## src/rtl/pc_next_sel.sv

```systemverilog
// Next-PC selection: sequential increment, ranked jump/branch/exception
// redirects, and a one-entry buffer that holds the strongest redirect seen while stalled.
module pc_next_sel #(
  parameter int               WIDTH    = 32,
  parameter logic [WIDTH-1:0] RESET_PC = 32'h0040_0000,
  parameter int               INC      = 4
) (
  input  logic             clk,
  input  logic             rst,
  input  logic             stall,
  input  logic             jump,
  input  logic [WIDTH-1:0] jump_tgt,
  input  logic             branch,
  input  logic [WIDTH-1:0] br_tgt,
  input  logic             exc,
  input  logic [WIDTH-1:0] exc_vec,
  output logic [WIDTH-1:0] pc,
  output logic [WIDTH-1:0] pc_plus,
  output logic [1:0]       src,
  output logic             redirected,
  output logic             pend_valid
);

  localparam logic [WIDTH-1:0] INC_W = WIDTH'(INC);

  // The rank of a request doubles as its src code (jump=01, branch=10, exc=11).
  function automatic logic [1:0] req_rank(input logic e, input logic b, input logic j);
    logic [1:0] r;
    if (e) begin
      r = 2'b11;
    end else if (b) begin
      r = 2'b10;
    end else if (j) begin
      r = 2'b01;
    end else begin
      r = 2'b00;
    end
    return r;
  endfunction

  logic [WIDTH-1:0] pc_r;
  logic [1:0]       src_r;
  logic             redirected_r;
  logic             pend_valid_r;
  logic [WIDTH-1:0] pend_tgt_r;
  logic [1:0]       pend_rank_r;

  logic [1:0]       live_rank_s;
  logic [WIDTH-1:0] live_tgt_s;
  logic [1:0]       pend_rank_eff_s;
  logic [WIDTH-1:0] pc_plus_s;

  logic [WIDTH-1:0] pc_s;
  logic [1:0]       src_s;
  logic             redirected_s;
  logic             pend_valid_s;
  logic [WIDTH-1:0] pend_tgt_s;
  logic [1:0]       pend_rank_s;

  assign pc_plus_s = pc_r + INC_W;

  // Select the highest-ranked live request and its target.
  always_comb begin
    live_rank_s = req_rank(exc, branch, jump);
    live_tgt_s  = {WIDTH{1'b0}};
    case (live_rank_s)
      2'b11:   live_tgt_s = exc_vec;
      2'b10:   live_tgt_s = br_tgt;
      2'b01:   live_tgt_s = jump_tgt;
      default: live_tgt_s = {WIDTH{1'b0}};
    endcase
  end

  // An empty buffer competes with rank 0 so any live request beats it.
  always_comb begin
    if (pend_valid_r) begin
      pend_rank_eff_s = pend_rank_r;
    end else begin
      pend_rank_eff_s = 2'b00;
    end
  end

  // Next-state selection for the PC, source code, pulse and redirect buffer.
  always_comb begin
    pc_s         = pc_r;
    src_s        = src_r;
    redirected_s = 1'b0;
    pend_valid_s = pend_valid_r;
    pend_tgt_s   = pend_tgt_r;
    pend_rank_s  = pend_rank_r;
    if (!stall) begin
      pend_valid_s = 1'b0;
      pend_rank_s  = 2'b00;
      if (live_rank_s > pend_rank_eff_s) begin
        pc_s         = live_tgt_s;
        src_s        = live_rank_s;
        redirected_s = 1'b1;
      end else if (pend_valid_r) begin
        pc_s         = pend_tgt_r;
        src_s        = pend_rank_r;
        redirected_s = 1'b1;
      end else begin
        pc_s         = pc_plus_s;
        src_s        = 2'b00;
        redirected_s = 1'b0;
      end
    end else begin
      // Equal rank overwrites, so the newest redirect of a given kind wins.
      if ((live_rank_s != 2'b00) && (!pend_valid_r || (live_rank_s >= pend_rank_r))) begin
        pend_valid_s = 1'b1;
        pend_tgt_s   = live_tgt_s;
        pend_rank_s  = live_rank_s;
      end else begin
        pend_valid_s = pend_valid_r;
        pend_tgt_s   = pend_tgt_r;
        pend_rank_s  = pend_rank_r;
      end
    end
  end

  // State registers with asynchronous reset.
  always_ff @(posedge clk or posedge rst) begin
    if (rst) begin
      pc_r         <= RESET_PC;
      src_r        <= 2'b00;
      redirected_r <= 1'b0;
      pend_valid_r <= 1'b0;
      pend_tgt_r   <= {WIDTH{1'b0}};
      pend_rank_r  <= 2'b00;
    end else begin
      pc_r         <= pc_s;
      src_r        <= src_s;
      redirected_r <= redirected_s;
      pend_valid_r <= pend_valid_s;
      pend_tgt_r   <= pend_tgt_s;
      pend_rank_r  <= pend_rank_s;
    end
  end

  assign pc         = pc_r;
  assign pc_plus    = pc_plus_s;
  assign src        = src_r;
  assign redirected = redirected_r;
  assign pend_valid = pend_valid_r;

endmodule

```

## config.mk

```make
export PLATFORM = sky130hd
export DESIGN_NAME = pc_next_sel
export DESIGN_NICKNAME = d
export VERILOG_FILES = /design/src/rtl/pc_next_sel.sv
export SDC_FILE = /design/constraint.sdc
export NUM_CORES = 1
export LEC_CHECK = 0
export BUFFER_PORTS_ARGS = -buffer_cell sky130_fd_sc_hd__buf_2
export CAP_MARGIN = 20
export CELL_PAD_IN_SITES_DETAIL_PLACEMENT = 0
export CELL_PAD_IN_SITES_GLOBAL_PLACEMENT = 1
export CORE_ASPECT_RATIO = 1.75
export CORE_MARGIN = 8
export CORE_UTILIZATION = 37
export CTS_CLUSTER_SIZE = 16
export DETAILED_ROUTE_END_ITERATION = 6
export PLACE_DENSITY_LB_ADDON = 0.1
export SYNTH_ARGS = -nofsm -noshare
export SYNTH_HDL_FRONTEND = slang
export SYNTH_SLANG_ARGS = --single-unit
```

## constraint.sdc

```tcl
create_clock -name clk -period 3.7 [get_ports clk]
set_input_delay 1.11 -clock clk [delete_from_list [all_inputs] [get_ports clk]]
set_output_delay 1.11 -clock clk [all_outputs]
set_load 0.03 [all_outputs]
```

# After elaboration in Yosys (flattened, before gate mapping)
# Index checks and enable logic that the tools add are counted.
# Widths: inputs -> output; s select.
[totals] regBits=70 output_inout_bits=68 elab_cells=33
[op_classes] add_sub_neg=1 n_lt_le_gt_ge=2 n_eq_ne=4 n_mux=15 n_reduce_logical=5
[op_table] operator="$pmux 32 s3" n=1
[op_table] operator="$mux 32" n=2
[op_table] operator="$add 32x3->32 const B" n=1
[op_table] operator="$mux 2" n=6
[op_table] operator="$mux 1" n=6
[op_table] operator="$eq 2x2->1 const B" n=2
[op_table] operator="$eq 2x1->1 const B" n=1
[op_table] operator="$ge 2x2->1" n=1
[op_table] operator="$gt 2x2->1" n=1
[op_table] operator="$ne 2x1->1 const B" n=1
[op_table] operator="$reduce_and 2->1" n=1
[op_table] operator="$reduce_bool 2->1" n=1
[op_table] operator="$logic_and 1x1->1" n=1
[op_table] operator="$logic_not 1->1" n=1
[op_table] operator="$logic_or 1x1->1" n=1

# Logic depth before layout (Yosys ltp)
# Gate-level depths: netlist of the first run.
[depth] depth_word=8 ltp_mapped=12 mapped_depth_nobuf=8

# Least setup slack after synthesis of the first run
# OpenSTA, ideal clock, no wires.
[synth_timing] path_kind="input-to-reg" from="input exc" to="register pend_tgt_r[0]" setup_time_ps=125 arrival_ps=3286 t_required_ps=3575 path_slack_ps=290 cell_stages=10 path_buffers=4 cell_sequence="clkbuf_1 -> clkbuf_1 -> nor2_1 -> ha_1 -> o21ai_0 -> a31oi_1 -> and2_1 -> clkbuf_1 -> buf_2 -> mux2_2"
[synth_between] elab_chain_cells=5 word_cells_on_any_way=10 cone_classes="order compare: 1; eq/ne: 3; mux: 2; reduce/logical: 4"
[synth_lines] element="start: declaration" line_no="15" source="input logic exc,"
[synth_lines] element="$mux 2 *" line_no="29" source="if (e) begin"
[synth_lines] element="$ge 2x2->1" line_no="109" source="if ((live_rank_s != 2'b00) && (!pend_valid_r || (live_rank_s >= pend_rank_r))) begin"
[synth_lines] element="$logic_or 1x1->1" line_no="109"
[synth_lines] element="$logic_and 1x1->1" line_no="109"
[synth_lines] element="$reduce_and 2->1 (no line)"
[synth_lines] element="end signal: assignment" line_no="128" source="pend_tgt_r <= {WIDTH{1'b0}};"
[synth_lines] element="end signal: assignment" line_no="135" source="pend_tgt_r <= pend_tgt_s;"
[synth_lines] element="end: declaration" line_no="45" source="logic [WIDTH-1:0] pend_tgt_r;"
# Every way passes the cells marked *; elsewhere a longest branch is shown, timed or not.
# A chain may end at the register's enable or synchronous reset.

# Final worst setup path of the first run
[layout_timing] from="register pc_r[2], in the netlist pc[2]" to="output pc_plus[18]"
[layout_between] elab_chain_cells=1
[layout_lines] element="start: declaration" line_no="41" source="logic [WIDTH-1:0] pc_r;"
[layout_lines] element="start signal: assignment" line_no="131" source="pc_r <= pc_s;"
[layout_lines] element="$add 32x3->32" line_no="60" source="assign pc_plus_s = pc_r + INC_W;"
[layout_lines] element="end: declaration" line_no="18" source="output logic [WIDTH-1:0] pc_plus,"
# Every way passes these cells.

==> results of run 1 <==
## power by group
| part | total, mW | internal, mW | leakage (nW) | switching (mW) |
|---|---|---|---|---|
| registers | 1.10 | 0.920 | 0.841 | 0.179 |
| clock network | 0.854 | 0.534 | 0.141 | 0.320 |
| logic | 1.17 | 0.421 | 1.97 | 0.749 |
| total | 3.12 | 1.87 | 2.95 | 1.25 |
## state kept, by name, indices dropped and copies added, names as in the netlist
| signal | flops |
|---|---|
| pc | 32 |
| pend_tgt_r | 32 |
| pend_rank_r | 2 |
| src | 2 |
| pend_valid | 1 |
| redirected | 1 |
## metrics by stage
step	hold WS, ns	worst slack, ns
finish	0.493	0.182
global route	0.511	0.0208
CTS	0.497	0.0164
detailed placement	0.486	0.301
global placement	0.462	0.304
floorplan	0.450	0.290
## kinds of logic (layout without fill, tap and decap cells)
group	Yosys count	after routing	share of synthesized area [%]
AOI/OAI and AO/OA	158	158	20.9
xor gates and xnor gates	28	28	5.07
and+or+nand+nor	176	176	20.1
muxes	44	44	9.97
buffers and inverters	67	237	6.06
DFF	70	70	36.3
adders and majority gates	6	6	1.55
## worst max-delay path, delay by kind of cell, from the launching register on
kind,cells,cell delay (ns)
xor gates and xnor gates,1,0.20
buffers and inverters,3,0.63
DFF,1,0.43
and+or+nand+nor,3,0.60
adders and majority gates,1,0.21
## worst paths after layout
| kind | endpoint | start |
|---|---|---|
| max | pc_plus[18] | pc[2] |
| min reg2reg | src[0] | src[0] |
| min in group asynchronous | redirected | rst |
| max reg2reg | pc[27] | pend_rank_r[1] |
| max in group asynchronous | pc[3] | rst |
| min | src[0] | src[0] |
## metal layers
metal	wire [um]	share of wire, %	up-vias
met2	9200	52	146
met1	6970	40	2354
met5	0	0	-
li1	-	-	2341
met4	509	2.9	0
met3	934	5.3	20
## layout make-up
cell class / instances / area share [%]
repair buffers: 195 / 16.9
inverters: 27 / 1.63
clock buffers: 11 / 3.90
multi-input cells: 412 / 45.1
clock inverters: 4 / 0.765
well taps: 171 / 3.44
flip-flops and latches: 70 / 28.2
## repair_timing
action                     4_1_cts  5_1_grt
resized for setup                0        4
setup endpoints to repair        0        3
setup buffers                    0        0
## cell usage after synthesis (3+ instances only)
library cell   n
nand2_1       51
nand3b_1       4
and2_1         5
nor3_1        13
buf_1          3
a22oi_1       10
a211oi_1       7
and3b_1       17
and4_1         3
xnor2_1       17
nand3_1       16
clkbuf_1      25
xor2_1        11
nand4_1        4
dfrtp_1       69
or3_1          5
o211ai_1      12
nor4_1         5
buf_2          7
a2bb2oi_1      6
ha_1           6
a21oi_1       41
mux2_2        31
and3_1         6
a31oi_1       10
o21ai_0       41
mux2i_1       11
inv_1         25
o32ai_1        3
o22a_1         3
a221oi_1      14
nor2_1        33
==> impl_metrics.toml, run 1 <==
[run_status]
status = "completed"

[logic_synthesis]
ys.flop_type = "dfrtp_1"
synthArstFlopShare_pct = 100
synth_seq_area_share_pct = 36.3
syn_nets = 657
yosysTopAreaCellShare_pct = 35.7
syn_area_um2 = 4830
syn_area_per_cell_um2 = 8.80
ys_seq_elements = 70
synth_top_cell_by_area = "dfrtp_1"
synth_cells = 549
synthTopCellsByArea = "dfrtp_1 (36%), mux2_2 (7.2%), a21oi_1 (4.2%)"
yosys_warnings = 0
synth-edff-count = 0
synth_cell_types = 58

[place]
place_congestion = 0.857
place_area_um2 = 5910
dpl.hpwl_um = 13400
io_buffer_count = 169
place_inst = 875

[global_routing]
grt_pass1_vias = 5051
grt_util_met1_pct = 23.4
antenna_found_initial = 0
grt_pass1_wl_um = 27600
grt_max_degree = 71
grt.busiest_layer = "met2"
met2_usage_pct = 36.6
overflow = 0
use_met3_pct = 4.65
track_usage_pct = 20.9

[finish]
multi_input_area_um2 = 2800
fin_area_um2 = 6220
area_delta_synth_final_pct = 28.6
final_layout_size_suffix_gt1_share_pct = 35.3
layoutNonFillerInstCount = 890
fin_util_pct = 48.3
final_cell_mix = "buf_2 (169), dfrtp_1 (67), nand2_1 (51), a21oi_1 (41), o21ai_0 (40)"
ff_latch_area_um2 = 1760
antenna_cells = 0
final_nets = 823
layout_commonest_cell = "buf_2"
n_fill_cell = 1317

[power]
power_density_nw_per_um2 = 503
peakVddDrop_uv = 188
power.total_mw = 3.12
leakage_nw = 2.95

[cts]
htreeDepth = 3
cts_buffer_depth = 2
cts_hold_buf = 0
clk_pin_slew_ns = 0.05
cts_tree = "done"
cts_buffers = 9
clockRootBuffer = "clkbuf_16"
clock-sinks = 70
clock_latency_ns = 0.33

[run]
drv_cap = 0

[die]
std_cell_rows = 55
die_width_um = 102
coreArea_um2 = 12900
initial_core_util_pct = 37.5
dieHeight_um = 167
die-area_um2 = 17100
io_pins = 170

[detailed_routing]
postRouteAntennaNets = 0
drt-initial-drc-count = 207
wl_per_cell_um = 19.8
via_per_inst = 5.46
wirelength_um = 17600
num_vias = 4861
post-route-drc-count = 0
firstDrtPassIters = 4

[sta]
setup_viol = 0
max_slew_margin_pct = 36.5
tightest_slew_ns = 0.952
fin_tns_setup_ns = 0
rsz0062_at_grt = "no"
clock_skew_ns = 0.00546
period_share_pct = 95.1
period_needed_ns = 3.52
hold_violations = 0
fmax_mhz = 284
maxSlewViolCount = 0

[critical_path]
crit_path_start_kind = "flop"
worstPathRequired_ns = 2.59
cpMaxStageDelayCell = "dfrtp_2"
cp_data_arrival_time_ns = 2.41
rrSetupSlack_ns = 1.34
path_max_fanout = 7
r2r_cells = 8
cpPeakStageDelay_ns = 0.43
crit_type = "flop to output pin"
endpoint_kind = "output pin"
worstPathCellList = "ha_1, nand3_1, buf_4, nor4_1, buf_4, nand3_1, xnor2_1, buf_2"

[hold_path]
hold_path_class = "flop to flop"
min_path_cells = 2
Power figures use the tool's default switching activity.
==> run 2: changes to the inputs <==
--- a/config.mk
+++ b/config.mk
@@ -16,3 +16,5 @@
 export DETAILED_ROUTE_END_ITERATION = 6
+export GPL_ROUTABILITY_DRIVEN = 0
 export PLACE_DENSITY_LB_ADDON = 0.1
+export RECOVER_POWER = 25
 export SYNTH_ARGS = -nofsm -noshare
==> constraint.sdc (replaced) <==
create_clock -name clk -period 3.7 [get_ports clk]
set_input_delay 0.74 -clock clk [delete_from_list [all_inputs] [get_ports clk]]
set_output_delay 0.74 -clock clk [all_outputs]
set_load 0.03 [all_outputs]
==> run 2 against run 1 <==
The flow now finishes with violations (max-capacitance violations, max-slew violations). Setup slack got worse by 0.12 ns. Flip-flop and latch count unchanged. Via count is 0.19% lower. Total power increased by 4.1%. Final area fell by 0.68%. Clock power grew 16%. Maximum frequency fell by 3.3%. Register-to-register slack got worse by 0.36 ns. Non-clock buffer count is 10 lower. Sequential share of layout area up 0.15 points. Critical path type unchanged. Largest cell class unchanged. Largest power group unchanged. Highest routed layer unchanged.
==> impl_metrics.toml, run 2 (synthesis results as in run 1) <==
[critical_path]
endpoint_kind = "output pin"
rrSetupSlack_ns = 0.98
cp.buffers_inverters = 1
crit_path_start = "pc[3]"
worstPathCellList = "ha_1, nand3_1, or3_1, nor3_1, xor2_1, buf_2"
cpMaxStageDelayCell = "or3_1"
rr_startpoint = "pend_valid"
worstPathRequired_ns = 2.96
path_max_fanout = 7
crit_type = "flop to output pin"
cp_data_arrival_time_ns = 2.90
critPathTopFamily = "simple AND/OR/NAND/NOR gates"
crit_path_start_kind = "flop"
cpPeakStageDelay_ns = 0.55

[finish]
area_delta_synth_final_pct = 27.8
final_layout_size_suffix_gt1_share_pct = 33.8
final_nets = 813
antenna_cells = 0
n_fill_cell = 1311
layout_commonest_cell = "buf_2"
final_cell_mix = "buf_2 (169), dfrtp_1 (69), nand2_1 (51), a21oi_1 (41), o21ai_0 (40)"

[sta]
tightest_slew_ns = 1.64
fin_ws_ns = 0.0615
rsz0062_at_grt = "yes"
max_slew_margin_pct = -9.35
setup_viol = 0
hold_violations = 0
hold_ws_ns = 0.481
maxSlewViolCount = 30
period_share_pct = 98.3
clock_skew_ns = 0.00792
period_needed_ns = 3.64
fmax_mhz = 275

[run]
drv_cap = 2

[cts]
cts_buffers = 9
clock-sinks = 70
clock_latency_ns = 0.33
clk_pin_slew_ns = 0.06
htreeDepth = 3
cts_tree = "done"
clockRootBuffer = "clkbuf_16"
cts_setup_buffers = 0
cts_hold_buf = 0
cts_buffer_depth = 2

[place]
dpl.hpwl_um = 13900
io_buffer_count = 169
dp_slack_ns = 0.419

[die]
coreArea_um2 = 12900
die_width_um = 102
initial_core_util_pct = 37.5
dieHeight_um = 167
io_pins = 170
std_cell_rows = 55
die-area_um2 = 17100

[hold_path]
holdCritStartpoint = "pend_tgt_r[17]"
hold_path_class = "flop to flop"

[detailed_routing]
firstDrtPassIters = 4
wirelength_um = 17900
post-route-drc-count = 0
via_per_inst = 5.51
num_vias = 4852
drt-initial-drc-count = 198
postRouteAntennaNets = 0
wl_per_cell_um = 20.3

[global_routing]
antenna_found_initial = 0
grt_pass1_vias = 5298
track_usage_pct = 21.5
grt_max_degree = 48
overflow = 0
grt_pass1_wl_um = 28300

[run_status]
violations = "max-capacitance violations, max-slew violations"
status = "finished with violations"

[power]
peakVddDrop_uv = 234
power_density_nw_per_um2 = 527
leakage_nw = 2.92
-- run 2: cell count changes in the layout (fill, tap and decap cells not counted), sizes merged --
cell	previous run	this run
buf	195	183
clkinv	4	5
bufinv	1	3
-- run 2: layout make-up --
| type | count | area (um2) | area share (%) |
|---|---|---|---|
| multi-input combinational | 412 | 2800 | 45.3 |
| sequential | 70 | 1750 | 28.4 |
| timing repair buffer | 185 | 971 | 15.7 |
| clock buffer | 9 | 225 | 3.65 |
| tap | 171 | 214 | 3.47 |
| clock inverter | 7 | 113 | 1.82 |
| inverter | 27 | 101 | 1.64 |
-- run 2: worst paths after layout --
kind                             endpoint  depth (start not counted)
min in group asynchronous      redirected                          2
hold reg to reg            pend_tgt_r[17]                          1
hold / removal             pend_tgt_r[17]                          1
setup reg to reg                   pc[23]                          7
setup / recovery              pc_plus[26]                          6
max in group asynchronous          src[0]                          3
-- run 2: worst reg2reg max path, cell delays in order, from the launching register on --
cell and delay, ns:
dfrtp_1 0.60, nand2_1 0.16, ha_1 0.31, nor2b_1 0.16, o21a_1 0.18, buf_4 0.24
a221oi_1 0.72, o211ai_1 0.20
-- run 2: what timing repair did --
item,CTS,global route
gates resized for setup,0,1
setup endpoints to repair,0,3
hold endpoints to repair,0,0
-- run 2: power breakdown --
part	total (mW)	internal (mW)	leakage (nW)	switching (mW)
Clock	0.994	0.655	0.165	0.339
Combinational	1.16	0.408	1.91	0.750
Sequential	1.10	0.919	0.844	0.182
-- run 2: metal layers --
| layer | routed length, um | part of all wire [%] | track usage [%] | vias to the layer above |
|---|---|---|---|---|
| met4 | 702 | 3.9 | 10.5 | 0 |
| met3 | 1080 | 6.0 | 4.28 | 36 |
| met1 | 6690 | 37 | 23.5 | 2308 |
| li1 | - | - | - | 2331 |
| met5 | 0 | 0 | 0 | - |
| met2 | 9450 | 53 | 37.7 | 177 |
-- run 2: stage by stage --
stage	cells	cell area, um2	setup TNS (ns)	power [mW]	utilization (%)
after global placement	865	5840	0	2.26	45.4
after detailed placement	865	5840	0	2.29	45.4
after floorplan	549	4830	0	1.88	-
after CTS	881	6170	0	3.28	48.0
after global routing	881	6170	-0.0746	3.42	48.0
final	881	6170	0	3.25	48.0
